[src/rtl/control_hazard.sv]
// control_hazard: hazard and stall controller for a short in-order pipeline
// (IF -> ID -> EX -> MEM) that also executes multi-cycle vector ops in EX.
//
// A vector op occupies EX for VLEN cycles, one element per cycle, while the
// front end is frozen. A taken branch resolved in MEM flushes IF/ID and
// bubbles ID/EX from any state, then spends one cycle in FLUSH.
//
// Build option:
//   FORWARD_EN  defined   : EX/MEM results are forwarded, so only a load-use
//                           dependency on the EX instruction stalls.
//               undefined : no forwarding; any dependency on an EX or MEM
//                           writer stalls until the writer has retired.
//
// Ports:
//   clk, rst          clock; synchronous active-high reset
//   id_instr[13:0]    IF/ID instruction: [13:10] op, [9:8] dest, [7:6] src1,
//                     [5:4] src2
//   id_valid          IF/ID holds a real instruction
//   id_is_vec         ID instruction uses vector registers
//   id_src_en[1:0]    bit0 = src1 read, bit1 = src2 read
//   ex_dest, mem_dest destination registers of EX / MEM
//   ex_wrv, ex_wrs    EX vector / scalar writeback enables
//   mem_wrv, mem_wrs  MEM vector / scalar writeback enables
//   ex_is_load        EX instruction reads data memory
//   branch_taken      taken branch/jump resolved in MEM
//   pc_wr             PC update enable
//   if_id_wr          IF/ID load enable
//   if_id_flush       IF/ID loads a bubble
//   id_ex_bubble      ID/EX loads all-zero control
//   vec_busy          vector op occupies EX
//   vec_lane[3:0]     element index of the vector op in EX
//   stall_count[7:0]  saturating count of cycles with pc_wr low
module control_hazard #(
  parameter int VLEN = 4
) (
  input  logic        clk,
  input  logic        rst,
  input  logic [13:0] id_instr,
  input  logic        id_valid,
  input  logic        id_is_vec,
  input  logic [1:0]  id_src_en,
  input  logic [1:0]  ex_dest,
  input  logic [1:0]  mem_dest,
  input  logic        ex_wrv,
  input  logic        ex_wrs,
  input  logic        mem_wrv,
  input  logic        mem_wrs,
  input  logic        ex_is_load,
  input  logic        branch_taken,
  output logic        pc_wr,
  output logic        if_id_wr,
  output logic        if_id_flush,
  output logic        id_ex_bubble,
  output logic        vec_busy,
  output logic [3:0]  vec_lane,
  output logic [7:0]  stall_count
);

  localparam logic [1:0] ST_RUN   = 2'd0;
  localparam logic [1:0] ST_VEC   = 2'd1;
  localparam logic [1:0] ST_FLUSH = 2'd2;

  localparam logic [3:0] LANE_LAST = 4'(VLEN - 1);
  localparam logic [7:0] CNT_MAX   = 8'hFF;

  logic [1:0] state_q, state_d;
  logic [3:0] lane_q, lane_d;
  logic [7:0] stall_count_q, stall_count_d;

  logic [1:0] src1, src2;
  logic       ex_wr_cls, mem_wr_cls;
  logic       ex_match, mem_match;
  logic       hazard;

  // Opcode, dest and low bits are decoded elsewhere; only the sources matter here.
  // Depending on the build, some writer inputs are not consulted either.
  logic unused_inputs;
  assign unused_inputs = ^{id_instr[13:8], id_instr[3:0], ex_is_load,
                           mem_dest, mem_wrv, mem_wrs};

  assign src1 = id_instr[7:6];
  assign src2 = id_instr[5:4];

  // ---------------------------------------------------------------------------
  // Source hazard detection
  // ---------------------------------------------------------------------------
  always_comb begin
    // The register file class of the ID op picks which writeback enable counts.
    ex_wr_cls  = id_is_vec ? ex_wrv : ex_wrs;
    mem_wr_cls = id_is_vec ? mem_wrv : mem_wrs;

    ex_match  = ex_wr_cls &
                ((id_src_en[0] & (src1 == ex_dest)) |
                 (id_src_en[1] & (src2 == ex_dest)));
    mem_match = mem_wr_cls &
                ((id_src_en[0] & (src1 == mem_dest)) |
                 (id_src_en[1] & (src2 == mem_dest)));

`ifdef FORWARD_EN
    // Only a load result is too late for the bypass; one bubble covers it.
    hazard = id_valid & ex_is_load & ex_match;
`else
    // Without bypassing, wait until the producer has left MEM.
    hazard = id_valid & (ex_match | mem_match);
`endif
  end

  // ---------------------------------------------------------------------------
  // Next state and pipeline controls
  // ---------------------------------------------------------------------------
  always_comb begin
    state_d       = state_q;
    lane_d        = lane_q;
    pc_wr         = 1'b1;
    if_id_wr      = 1'b1;
    if_id_flush   = 1'b0;
    id_ex_bubble  = 1'b0;
    vec_busy      = 1'b0;
    vec_lane      = 4'd0;

    if (branch_taken) begin
      // Redirect wins over everything, including a pending hazard or vector op.
      pc_wr        = 1'b1;
      if_id_wr     = 1'b1;
      if_id_flush  = 1'b1;
      id_ex_bubble = 1'b1;
      lane_d       = 4'd0;
      state_d      = ST_FLUSH;
      if (state_q == ST_VEC) begin
        vec_busy = 1'b1;
        vec_lane = lane_q;
      end
    end else begin
      case (state_q)
        ST_RUN: begin
          if (hazard) begin
            pc_wr        = 1'b0;
            if_id_wr     = 1'b0;
            id_ex_bubble = 1'b1;
          end else if (id_valid && id_is_vec) begin
            // Vector op moves into EX now; the front end freezes from next cycle.
            state_d = ST_VEC;
            lane_d  = 4'd0;
          end
        end

        ST_VEC: begin
          // EX keeps the op for VLEN cycles; IF/ID and PC hold.
          vec_busy = 1'b1;
          vec_lane = lane_q;
          pc_wr    = 1'b0;
          if_id_wr = 1'b0;
          if (lane_q == LANE_LAST) begin
            state_d = ST_RUN;
            lane_d  = 4'd0;
          end else begin
            lane_d = lane_q + 4'd1;
          end
        end

        ST_FLUSH: begin
          if_id_flush  = 1'b1;
          id_ex_bubble = 1'b1;
          state_d      = ST_RUN;
        end

        default: begin
          // Unreachable encoding: recover to RUN with a safe bubble.
          if_id_flush  = 1'b1;
          id_ex_bubble = 1'b1;
          state_d      = ST_RUN;
          lane_d       = 4'd0;
        end
      endcase
    end

    if (!pc_wr && (stall_count_q != CNT_MAX)) begin
      stall_count_d = stall_count_q + 8'd1;
    end else begin
      stall_count_d = stall_count_q;
    end

    // Reset holds the pipeline frozen with bubbles, regardless of the state
    // register, which only clears on the next edge.
    if (rst) begin
      pc_wr        = 1'b0;
      if_id_wr     = 1'b0;
      if_id_flush  = 1'b1;
      id_ex_bubble = 1'b1;
      vec_busy     = 1'b0;
      vec_lane     = 4'd0;
    end
  end

  assign stall_count = stall_count_q;

  // ---------------------------------------------------------------------------
  // State registers
  // ---------------------------------------------------------------------------
  always_ff @(posedge clk) begin
    if (rst) begin
      state_q       <= ST_RUN;
      lane_q        <= 4'd0;
      stall_count_q <= 8'd0;
    end else begin
      state_q       <= state_d;
      lane_q        <= lane_d;
      stall_count_q <= stall_count_d;
    end
  end

endmodule
[config.mk]
export PLATFORM = sky130hd
export DESIGN_NAME = control_hazard
export DESIGN_NICKNAME = d
export VERILOG_FILES = /design/src/rtl/control_hazard.sv
export SDC_FILE = /design/constraint.sdc
export NUM_CORES = 1
export LEC_CHECK = 0
export CORE_MARGIN = 4
export CORE_UTILIZATION = 42
export DETAILED_ROUTE_END_ITERATION = 7
export PLACE_DENSITY_LB_ADDON = 0.12
export SKIP_CTS_REPAIR_TIMING = 1
export SKIP_LAST_GASP = 1
export SLEW_MARGIN = 15
export SYNTH_ARGS = -nofsm -noshare
export SYNTH_HDL_FRONTEND = slang
export SYNTH_SLANG_ARGS = --single-unit
[constraint.sdc]
create_clock -name clk -period 3.7 [get_ports clk]
set_clock_uncertainty 0.2 [all_clocks]
set_input_delay 0.555 -clock clk [delete_from_list [all_inputs] [get_ports clk]]
set_output_delay 0.555 -clock clk [all_outputs]
set_load 0.02 [all_outputs]
==> flow_metrics.tcl <==
set metrics [dict create \
    detail_route.wl_per_cell_um 13.0 \
    period_share_pct 90.5 \
    critical_path_required_ns 2.94 \
    grt.overflow.total 0 \
    synth_mux_area_share_pct 4.91 \
    hold_class "reg -> reg" \
    initial_core_util_pct 45.4 \
    drv_slew 0 \
    cts-root-buf "clkbuf_4" \
    antenna_found_initial 0 \
    critPathMaxStageDelay_ns 0.54 \
    final.setup.tns_ns 0 \
    yosys.area_share.adder_pct 2.73 \
    critPathKind "in -> out" \
    vias_per_cell 5.36 \
    start_kind "input port" \
    cp-end-kind "output port" \
    drive_gt1_share_pct 10.8 \
    cts_sinks 14 \
    wl_um 2280 \
    cts_tree "done" \
    synth-xor-area-share_pct 7.64 \
    status "completed" \
    syn_area_per_cell_um2 8.34 \
    netlist-cell-type-count 41 \
    maxSlewHeadroom_pct 57.0 \
    crit_chain "clkdlybuf4s50_1 -> mux2_2 -> nand4_1 -> nand2_1 -> o21ai_0 -> buf_4 -> o21bai_1 -> clkdlybuf4s50_1" \
    grt_max_degree 13 \
    rows 16 \
    nFillCells 191 \
    grt_pass1_vias 952 \
    design.core.area_um2 2020 \
    synthTopCellsByArea "dfxtp_1 31%, xnor2_1 7.6%, a21oi_1 4.9%" \
    synth_top_family_by_area "simple AND/OR/NAND/NOR gates" \
    synthCells 110 \
    io_pins 47 \
    first_iter_violations 10 \
    peakVddDrop_uv 182 \
    power.total_uw 340 \
    die-area_um2 3000 \
    nets 181 \
    cpMostUsedCell "clkdlybuf4s50_1" \
    io_buffer_count 35 \
    place_congestion 0.757 \
    grt_setup_unrepaired "no" \
    grt_pass1_wl_um 3790 \
    synth-simple-area-share_pct 29.9 \
    power.leakage_uw 0.000468 \
    grt_usage_pct 17.1 \
    yosysTopAreaCell "dfxtp_1" \
    worst_pin_slew_ns 0.641 \
    route.detailed.drc 0 \
    clock_latency_ns 0.27 \
    htreeDepth 1 \
    cts_buffers 3 \
    dpl_worst_slack_ns 0.127 \
    dpl.hpwl_um 1880 \
    synth_compound_area_share_pct 20.6 \
    drv_cap 0 \
    syn-num-nets 142 \
    area_delta_synth_final_pct 45.6 \
    vias 938 \
    synth_seq_cells 14 \
    die_h_um 54.7 \
    yosysTopAreaCellShare_pct 30.6 \
    finalSetupViolations 0 \
    cts_buffer_depth 2 \
    clk_pin_slew_worst_paths_ns 0.09 \
    dieWidth_um 54.7 \
    clock.fmax_ghz 0.299 \
    worst_slack_ns 0.352 \
    yosysWarnings 0 \
    p_per_area_nw_per_um2 255 \
    cp_slowest_cell "clkdlybuf4s50_1" \
    arrival_ns 2.59 \
    ant_nets 0 \
    finalHoldViolCount 0 \
    finish.instance_area_um2 1340 \
    diodes 0 \
    dr.pass1.iters 4 \
    critPathMaxFanout 3 \
    fin_crit_ns 3.35 \
    yosysSeqAreaShare_pct 30.6 \
    synth_area_um2 917 \
    dpl_cell_area_um2 1290 \
]
## per-layer routing
layer,share of wire [%],vias to the layer above,global-route usage (%)
li1,-,477,-
met1,41,443,18.9
met2,56,16,32.3
met3,3.3,2,3.27
met4,0.35,0,4.98
met5,0,-,0
## per-stage QoR
stage               std cells  util (%)  hold WS, ns
floorplan                 110         -        0.278
global placement          171      64.0        0.311
detailed placement        171      64.0        0.311
CTS                       175      65.8        0.329
global route              175      66.0        0.363
finish                    175      66.0        0.324
## state kept, by name (all words and copies together), names as in the netlist
signal / cells
lane_q: 4
stall_count: 8
state_q: 2
## placed cells by master, fill, tap and decap left out, types with 2 or more instances in the layout
| cell | n |
|---|---|
| nor2b_1 | 3 |
| nor2_1 | 8 |
| buf_4 | 2 |
| nand3_1 | 4 |
| mux2_2 | 3 |
| dlymetal6s2s_1 | 2 |
| or3_1 | 5 |
| and2_1 | 4 |
| o21ai_0 | 7 |
| inv_1 | 3 |
| clkdlybuf4s50_1 | 33 |
| xnor2_1 | 8 |
| nand4_1 | 5 |
| clkbuf_4 | 3 |
| dfxtp_1 | 14 |
| a21oi_1 | 9 |
| ha_1 | 2 |
| nor3_1 | 2 |
| nand2_1 | 7 |
## worst max-delay path: cells and delay by family
kind | cells | cell delay [ns]
buffers and inverters | 3 | 1.21
muxes | 1 | 0.36
AOI/OAI and AO/OA | 2 | 0.28
and+or+nand+nor | 2 | 0.18
## cells by family after synthesis
| kind of cell | count (synthesis) |
|---|---|
| mux | 4 |
| fa+ha+maj | 2 |
| simple gates | 49 |
| buf+inv | 6 |
| compound gates | 27 |
| xor+xnor | 8 |
| flops | 14 |
## synthesized netlist by cell type, drive strengths merged
cell type / number
dfxtp: 14
mux2: 4
nor2: 9
clkbuf: 1
or2: 1
or4: 1
nand4b: 1
o221ai: 1
and2: 4
o21bai: 1
nor4: 1
ha: 2
nor3b: 1
a22oi: 1
a31oi: 1
nor3: 3
nand4: 5
nand2: 7
xnor2: 8
o31a: 2
a211oi: 1
or3b: 1
nand3: 4
a21oi: 9
nor2b: 3
or3: 5
a311oi: 1
and3: 1
o21ba: 1
inv: 3
or2b: 1
nand2b: 1
o21ai: 8
buf: 2
o41a: 1
## final cells by class
class	count	area, µm²	share of cell area [%]
multi-input cells	90	603	45.2
well taps	27	33.8	2.53
repair buffers	37	370	27.7
inverters	3	11.3	0.843
clock buffers	4	36.3	2.72
flip-flops and latches	14	280	21.0
## where the power goes
part | total [µW] | internal [µW] | switching, µW
clock network | 111 | 59.8 | 51.4
logic | 73.9 | 38.6 | 35.3
registers | 155 | 152 | 2.66
## path summary, 6_finish.rpt
path	start	endpoint	slack (ns)	cells after the start
hold / removal	lane_q[2]	lane_q[2]	0.32	2
setup reg to reg	stall_count[0]	stall_count[7]	1.57	6
hold reg to reg	lane_q[2]	lane_q[2]	0.32	2
setup / recovery	id_is_vec	id_ex_bubble	0.35	8
(Power assumes the default switching activity.)
